File: config.mk
export PLATFORM = sky130hd
export DESIGN_NAME = ram_dual_port_be
export DESIGN_NICKNAME = d
export VERILOG_FILES = /design/src/rtl/ram_dual_port_be.sv
export SDC_FILE = /design/constraint.sdc
export NUM_CORES = 2
export LEC_CHECK = 0
export BUFFER_PORTS_ARGS = -buffer_cell sky130_fd_sc_hd__buf_4
export CAP_MARGIN = 20
export CORE_MARGIN = 10
export CORE_UTILIZATION = 25
export DETAILED_ROUTE_END_ITERATION = 7
export SLEW_MARGIN = 30
export SYNTH_ARGS = -nofsm -noshare
export SYNTH_HDL_FRONTEND = slang
export SYNTH_SLANG_ARGS = --single-unit
File: constraint.sdc
create_clock -name clk -period 3.5 [get_ports clk]
set_input_delay 0.175 -clock clk [delete_from_list [all_inputs] [get_ports clk]]
set_output_delay 0.175 -clock clk [all_outputs]
set_load 0.01 [all_outputs]
File: src/rtl/ram_dual_port_be.sv
// Simple dual-port RAM: one write port with byte enables, one read port,
// write-first bypass, optional output register and a hardware clear engine.
module ram_dual_port_be #(
    parameter int DATA_WIDTH = 32,
    parameter int ADDR_WIDTH = 6,
    parameter int OUT_REG    = 0
) (
    input  logic                    clk,
    input  logic                    rst_n,
    input  logic                    clear,
    input  logic                    we,
    input  logic [DATA_WIDTH/8-1:0] be,
    input  logic [ADDR_WIDTH-1:0]   write_addr,
    input  logic [DATA_WIDTH-1:0]   data,
    input  logic                    re,
    input  logic [ADDR_WIDTH-1:0]   read_addr,
    output logic [DATA_WIDTH-1:0]   q,
    output logic                    q_valid,
    output logic                    init_busy
);

    localparam int DEPTH = 2 ** ADDR_WIDTH;
    localparam int BE_W  = DATA_WIDTH / 8;

    localparam logic [0:0] ST_CLEAR = 1'b0;
    localparam logic [0:0] ST_READY = 1'b1;

    logic [0:0]            state;
    logic [ADDR_WIDTH-1:0] cnt;
    logic                  ready;

    logic [DATA_WIDTH-1:0] mem [DEPTH];
    logic [DATA_WIDTH-1:0] rd_word;
    logic [DATA_WIDTH-1:0] s1_data;
    logic                  s1_valid;

    assign ready     = (state == ST_READY);
    assign init_busy = (state == ST_CLEAR);

    always_ff @(posedge clk or negedge rst_n) begin
        if (!rst_n) begin
            state <= ST_CLEAR;
            cnt   <= '0;
        end else begin
            unique case (state)
                ST_CLEAR: begin
                    cnt <= cnt + 1'b1;
                    if (cnt == '1) state <= ST_READY;
                end
                ST_READY: begin
                    if (clear) state <= ST_CLEAR;
                end
                default: state <= ST_CLEAR;
            endcase
        end
    end

    // The array has no reset; the clear engine is its only initialiser.
    always_ff @(posedge clk) begin
        if (!ready) begin
            mem[cnt] <= '0;
        end else if (we) begin
            for (int i = 0; i < BE_W; i++) begin
                if (be[i]) mem[write_addr][8*i +: 8] <= data[8*i +: 8];
            end
        end
    end

    // Write-first per byte when both ports hit the same word.
    always_comb begin
        rd_word = mem[read_addr];
        for (int i = 0; i < BE_W; i++) begin
            if (we && be[i] && (write_addr == read_addr)) begin
                rd_word[8*i +: 8] = data[8*i +: 8];
            end
        end
    end

    always_ff @(posedge clk or negedge rst_n) begin
        if (!rst_n) begin
            s1_data  <= '0;
            s1_valid <= 1'b0;
        end else begin
            s1_valid <= ready && re;
            if (ready && re) s1_data <= rd_word;
        end
    end

    generate
        if (OUT_REG != 0) begin : g_oreg
            logic [DATA_WIDTH-1:0] s2_data;
            logic                  s2_valid;

            always_ff @(posedge clk or negedge rst_n) begin
                if (!rst_n) begin
                    s2_data  <= '0;
                    s2_valid <= 1'b0;
                end else begin
                    s2_valid <= s1_valid;
                    if (s1_valid) s2_data <= s1_data;
                end
            end

            assign q       = s2_data;
            assign q_valid = s2_valid;
        end else begin : g_noreg
            assign q       = s1_data;
            assign q_valid = s1_valid;
        end
    endgenerate

endmodule

# == Word level (Yosys, flattened, before mapping) ==
# Memory sizes are Yosys's and may differ from the RTL's. A register that Yosys moved wholly into a read port is not among the register bits.
# Index checks and enable logic that the tools add are counted.
# totals
ff_bits,8
ramBits,2048
inputBits,53
output_inout_bits,34
word_cells,33
n_memories,1
# memory_table
name,depth,width,read_ports,rd_clocked_by_memory_dff,write_ports,line_no,source
mem,64,32,1,1,1,32,logic [DATA_WIDTH-1:0] mem [DEPTH];
# classes
addsub,1
n_eq_ne,1
mux,23
bitwise_logic,1
n_reduce_logical,3
# op_table
op,count
32-bit 2-to-1 mux,1
32-bit OR reduction,1
1-bit 2-to-1 mux,19
6-bit by 1-bit adder with 6-bit output (second input constant),1
6-bit == test (second input constant),1
6-bit 2-to-1 mux,1
4-bit 2-to-1 mux,1
1-bit one-hot mux with 2 select lines,1
1-bit logical AND,1
1-bit logical NOT,1
1-bit NOT,1

# == Longest topological paths before layout ==
# depth
depth_word,6
ltp_mapped,12
ltp_nobuf,7

# == Worst setup path after synthesis ==
# Ideal clock, no wire load.
# synth_timing
kind,flip-flop to flip-flop
startpoint,"register state, in the netlist ready"
endpoint,"memory mem[48][24], enable pin"
setup_ps,370
arrival_ps,2307
required_ps,3130
slack_ps,823
stages_incl_launch_ff,9
n_path_buf,2
period_less_slack_ps,2677
path_cell_list,dfrtp_1 buf_2 nand2_1 nor2_1 clkbuf_1 nand3_1 o21ai_1 nand3_1 nor2_1
# synth_between
elab_chain_len,4
elab_cells_between_ends,12
cone_classes,mux: 11; reduce/logical: 1
# synth_lines
element,line_no,source
"start, declared",28,logic [0:0] state;
"start signal, assigned",42,state <= ST_CLEAR;
"start signal, assigned",48,if (cnt == '1) state <= ST_READY;
"start signal, assigned",51,if (clear) state <= ST_CLEAR;
1-bit 2-to-1 mux,60,if (!ready) begin
1-bit 2-to-1 mux (implied by the code),64,if (be[i]) mem[write_addr][8*i +: 8] <= data[8*i +: 8];
32-bit OR reduction (no line),--,
6-bit 2-to-1 mux (no line) or 4-bit 2-to-1 mux (tied branches),--,
"end, declared",32,
# Parallel ways exist; a longest one is shown, timed or not.

# == Final worst setup path ==
# layout_timing
startpoint,"register state, in the netlist ready"
endpoint,"memory mem[28][29], enable pin"
# Same word-level chain as after synthesis.

==> impl_metrics.toml <==
[layout]
area.sequential_mm2 = 0.06250
multi_input_area_mm2 = 0.01789
synthToLayoutAreaGrowth_pct = 18.47
fill_cells = 31490
drive_gt1_share_pct = 28.79
finalNetCount = 4561
finish.utilization_pct = 29.80

[floorplan]
rows = 209
start_util_pct = 25.15
top_level_ports = 87
die_x_um = 591.7
core_mm2 = 0.3248
dieArea_mm2 = 0.3501
die_y_um = 591.7

[logic_synthesis]
synth_area_mm2 = 0.08170
synth_nets = 4068
synth_edf_count = 2048
async_flop_share_pct = 1.916
synth_largest_area_cell = "edfxtp_1"
synth.most_common_cell = "edfxtp_1"
synth_top_area_share_pct = 75.28
netlist_top_cells_count = "edfxtp_1 (2048), mux4_2 (449), nor2_1 (283)"
ys_seq_area_share_pct = 76.50
synth-seq-cells = 2088
ys_types = 72
avgSynthCellArea_um2 = 20.35
synth-main-ff-cell = "edfxtp_1"
synth.yosys.warnings = 0
synth.area.top_cells = "edfxtp_1 (75%), mux4_2 (12%), mux2i_1 (2.1%), nor2_1 (1.3%), dfrtp_1 (1.2%)"
synthCells = 4014

[global_routing]
grt_pass1_wl_um = 336400
track_usage_pct = 13.25
overflow = 0
grt_pass1_vias = 43470
grt_max_degree = 66
antenna_found_initial = 18

[sta]
fmax_mhz = 311.8
layout_min_cycle_time_ns = 3.207
rsz0062_at_grt = "no"
setup_ws_ns = 0.2927
clock_skew_ns = 0.09377
setup_tns_ns = 0
period_share_pct = 91.64
whs_ns = -0.003880
worst_pin_slew_ns = 0.9838
slew_violations = 0
hold_violations = 4
setup_viol = 0
relSlewSlack_pct = 34.17

[clocking]
clock_path_buffers = 3
cts_sinks = 2088
clkLatencyLatePin_ns = 0.88
numCtsBuffers = 198
clkTransAtPathRegs_ns = 0.06
root_buffer = "clkbuf_16"
ctsResizeCount = 0
postCtsSetupBuffers = 0
cts_htree_levels = 4
cts_tree = "done"

[worst_setup_path]
cp_top_family = "simple AND/OR/NAND/NOR gates"
reg2reg_depth = 5
cp_max_fo = 16
slowest_delay_ns = 0.77
cp_slowest_cell = "nor2_1"
cp_num_cells = 5
start_kind = "flip-flop"
arrival_ns = 3.68
cp-end-kind = "flip-flop"
critPathBufInv = 0
cp.required_ns = 3.97
crit_type = "flip-flop to flip-flop"
crit_chain = "nand2_1, nor2_2, a31o_2, nand3_1, nor2_1"

[route]
routedWlPerCell_um = 26.60
routed_wl_um = 239500
first_pass_iters = 5
drt_iter0_markers = 5219
viasPerCell = 4.821
drtAntennaViolNets = 0
vias = 43400
drc = 0

[placement]
pre_cts_ws_ns = -0.02740
gp_congestion = 0.8366
io_buffers = 86
dp_hpwl_um = 157600

[min_path]
hold_depth = 2
hp-class = "input pin to flip-flop"

[power_and_ir_drop]
vdd_drop_max_v = 0.0004954
p_per_area_mw_per_mm2 = 616.2
p_leak_nw = 30.52

[job]
maxCapViolations = 0

[outcome]
violations = "negative hold slack"
outcome = "finished with violations"
==> metrics by stage <==
step / cells / power, W / instance area [um2] / hold WS [ns]
floorplan: 4014 / 0.03448 / 81700 / -0.1206
global placement: 8615 / 0.03909 / 90250 / 0.3089
detailed placement: 8617 / 0.03927 / 90330 / 0.3142
CTS: 8992 / 0.05992 / 96720 / 0.007462
global route: 9000 / 0.06134 / 96780 / 0.001623
finish: 9003 / 0.05964 / 96790 / -0.003880
==> layer usage <==
layer  routed length [um]  track usage [%]
met3                18330            2.269
met4                12440            6.178
met2               118300            22.29
met1                90450            16.67
met5                   12                0
==> where the power goes <==
part / switching (W) / internal [W]
Clock: 0.00932 / 0.0115
Sequential: 0.000682 / 0.0296
Combinational: 0.00577 / 0.00271
==> state kept, by name (all words and copies together), names as in the netlist <==
name,count
cnt,6
mem,2048
q,32
q_valid,1
ready,1
==> final cells by class <==
cell class | instances | share of cell area, %
antenna | 7 | 0.01810
clock buffer | 252 | 5.393
clock inverter | 112 | 1.068
inverter | 14 | 0.05688
multi-input combinational | 1669 | 18.49
sequential | 2088 | 64.57
tap | 4325 | 5.591
timing repair buffer | 536 | 4.814
==> repair_timing <==
action                                  in CTS  in global routing
endpoints found under the setup margin       0                  0
endpoints found under the hold margin      126                 83
hold buffers                                11                  4
==> final timing paths <==
path / startpoint / end / slack (ns)
min: data[22] / mem[36][22] / -0.004
min in group asynchronous: rst_n / cnt[0] / 0.28
max in group asynchronous: rst_n / ready / 2.62
max reg2reg: ready / mem[28][29] / 0.29
max: ready / mem[28][29] / 0.29
min reg2reg: q[22] / q[22] / 0.49
==> cells in the final DEF (no fill, tap or decap), types with 10 or more instances in the layout <==
cell type,count
a211oi_1,14
a21oi_1,81
a221oi_1,11
a22oi_1,73
and3_2,15
and3_4,15
buf_12,43
buf_4,474
bufinv_16,13
clkbuf_1,50
clkbuf_16,200
clkinv_1,41
clkinv_2,35
clkinvlp_4,12
dfrtp_1,40
dlygate4sd3_1,14
edfxtp_1,2048
inv_1,10
mux2_2,25
mux2i_1,171
mux4_2,449
nand2_1,99
nand2b_1,11
nand3_1,44
nor2_1,280
nor2b_1,12
nor3_1,34
o21ai_0,40
o21ai_1,18
o221ai_1,37
o22ai_1,83
or3_1,15
==> logic make-up after synthesis <==
family	synth area share, %
flip-flops	76.50
multiplexers	14.82
AND/OR/NAND/NOR	3.401
AO/OA/AOI/OAI	3.405
buffers and inverters	1.807
XOR/XNOR	0.05360
adder cells (fa/ha/maj)	0.01531
No activity file was read; power rests on OpenSTA's default activity.
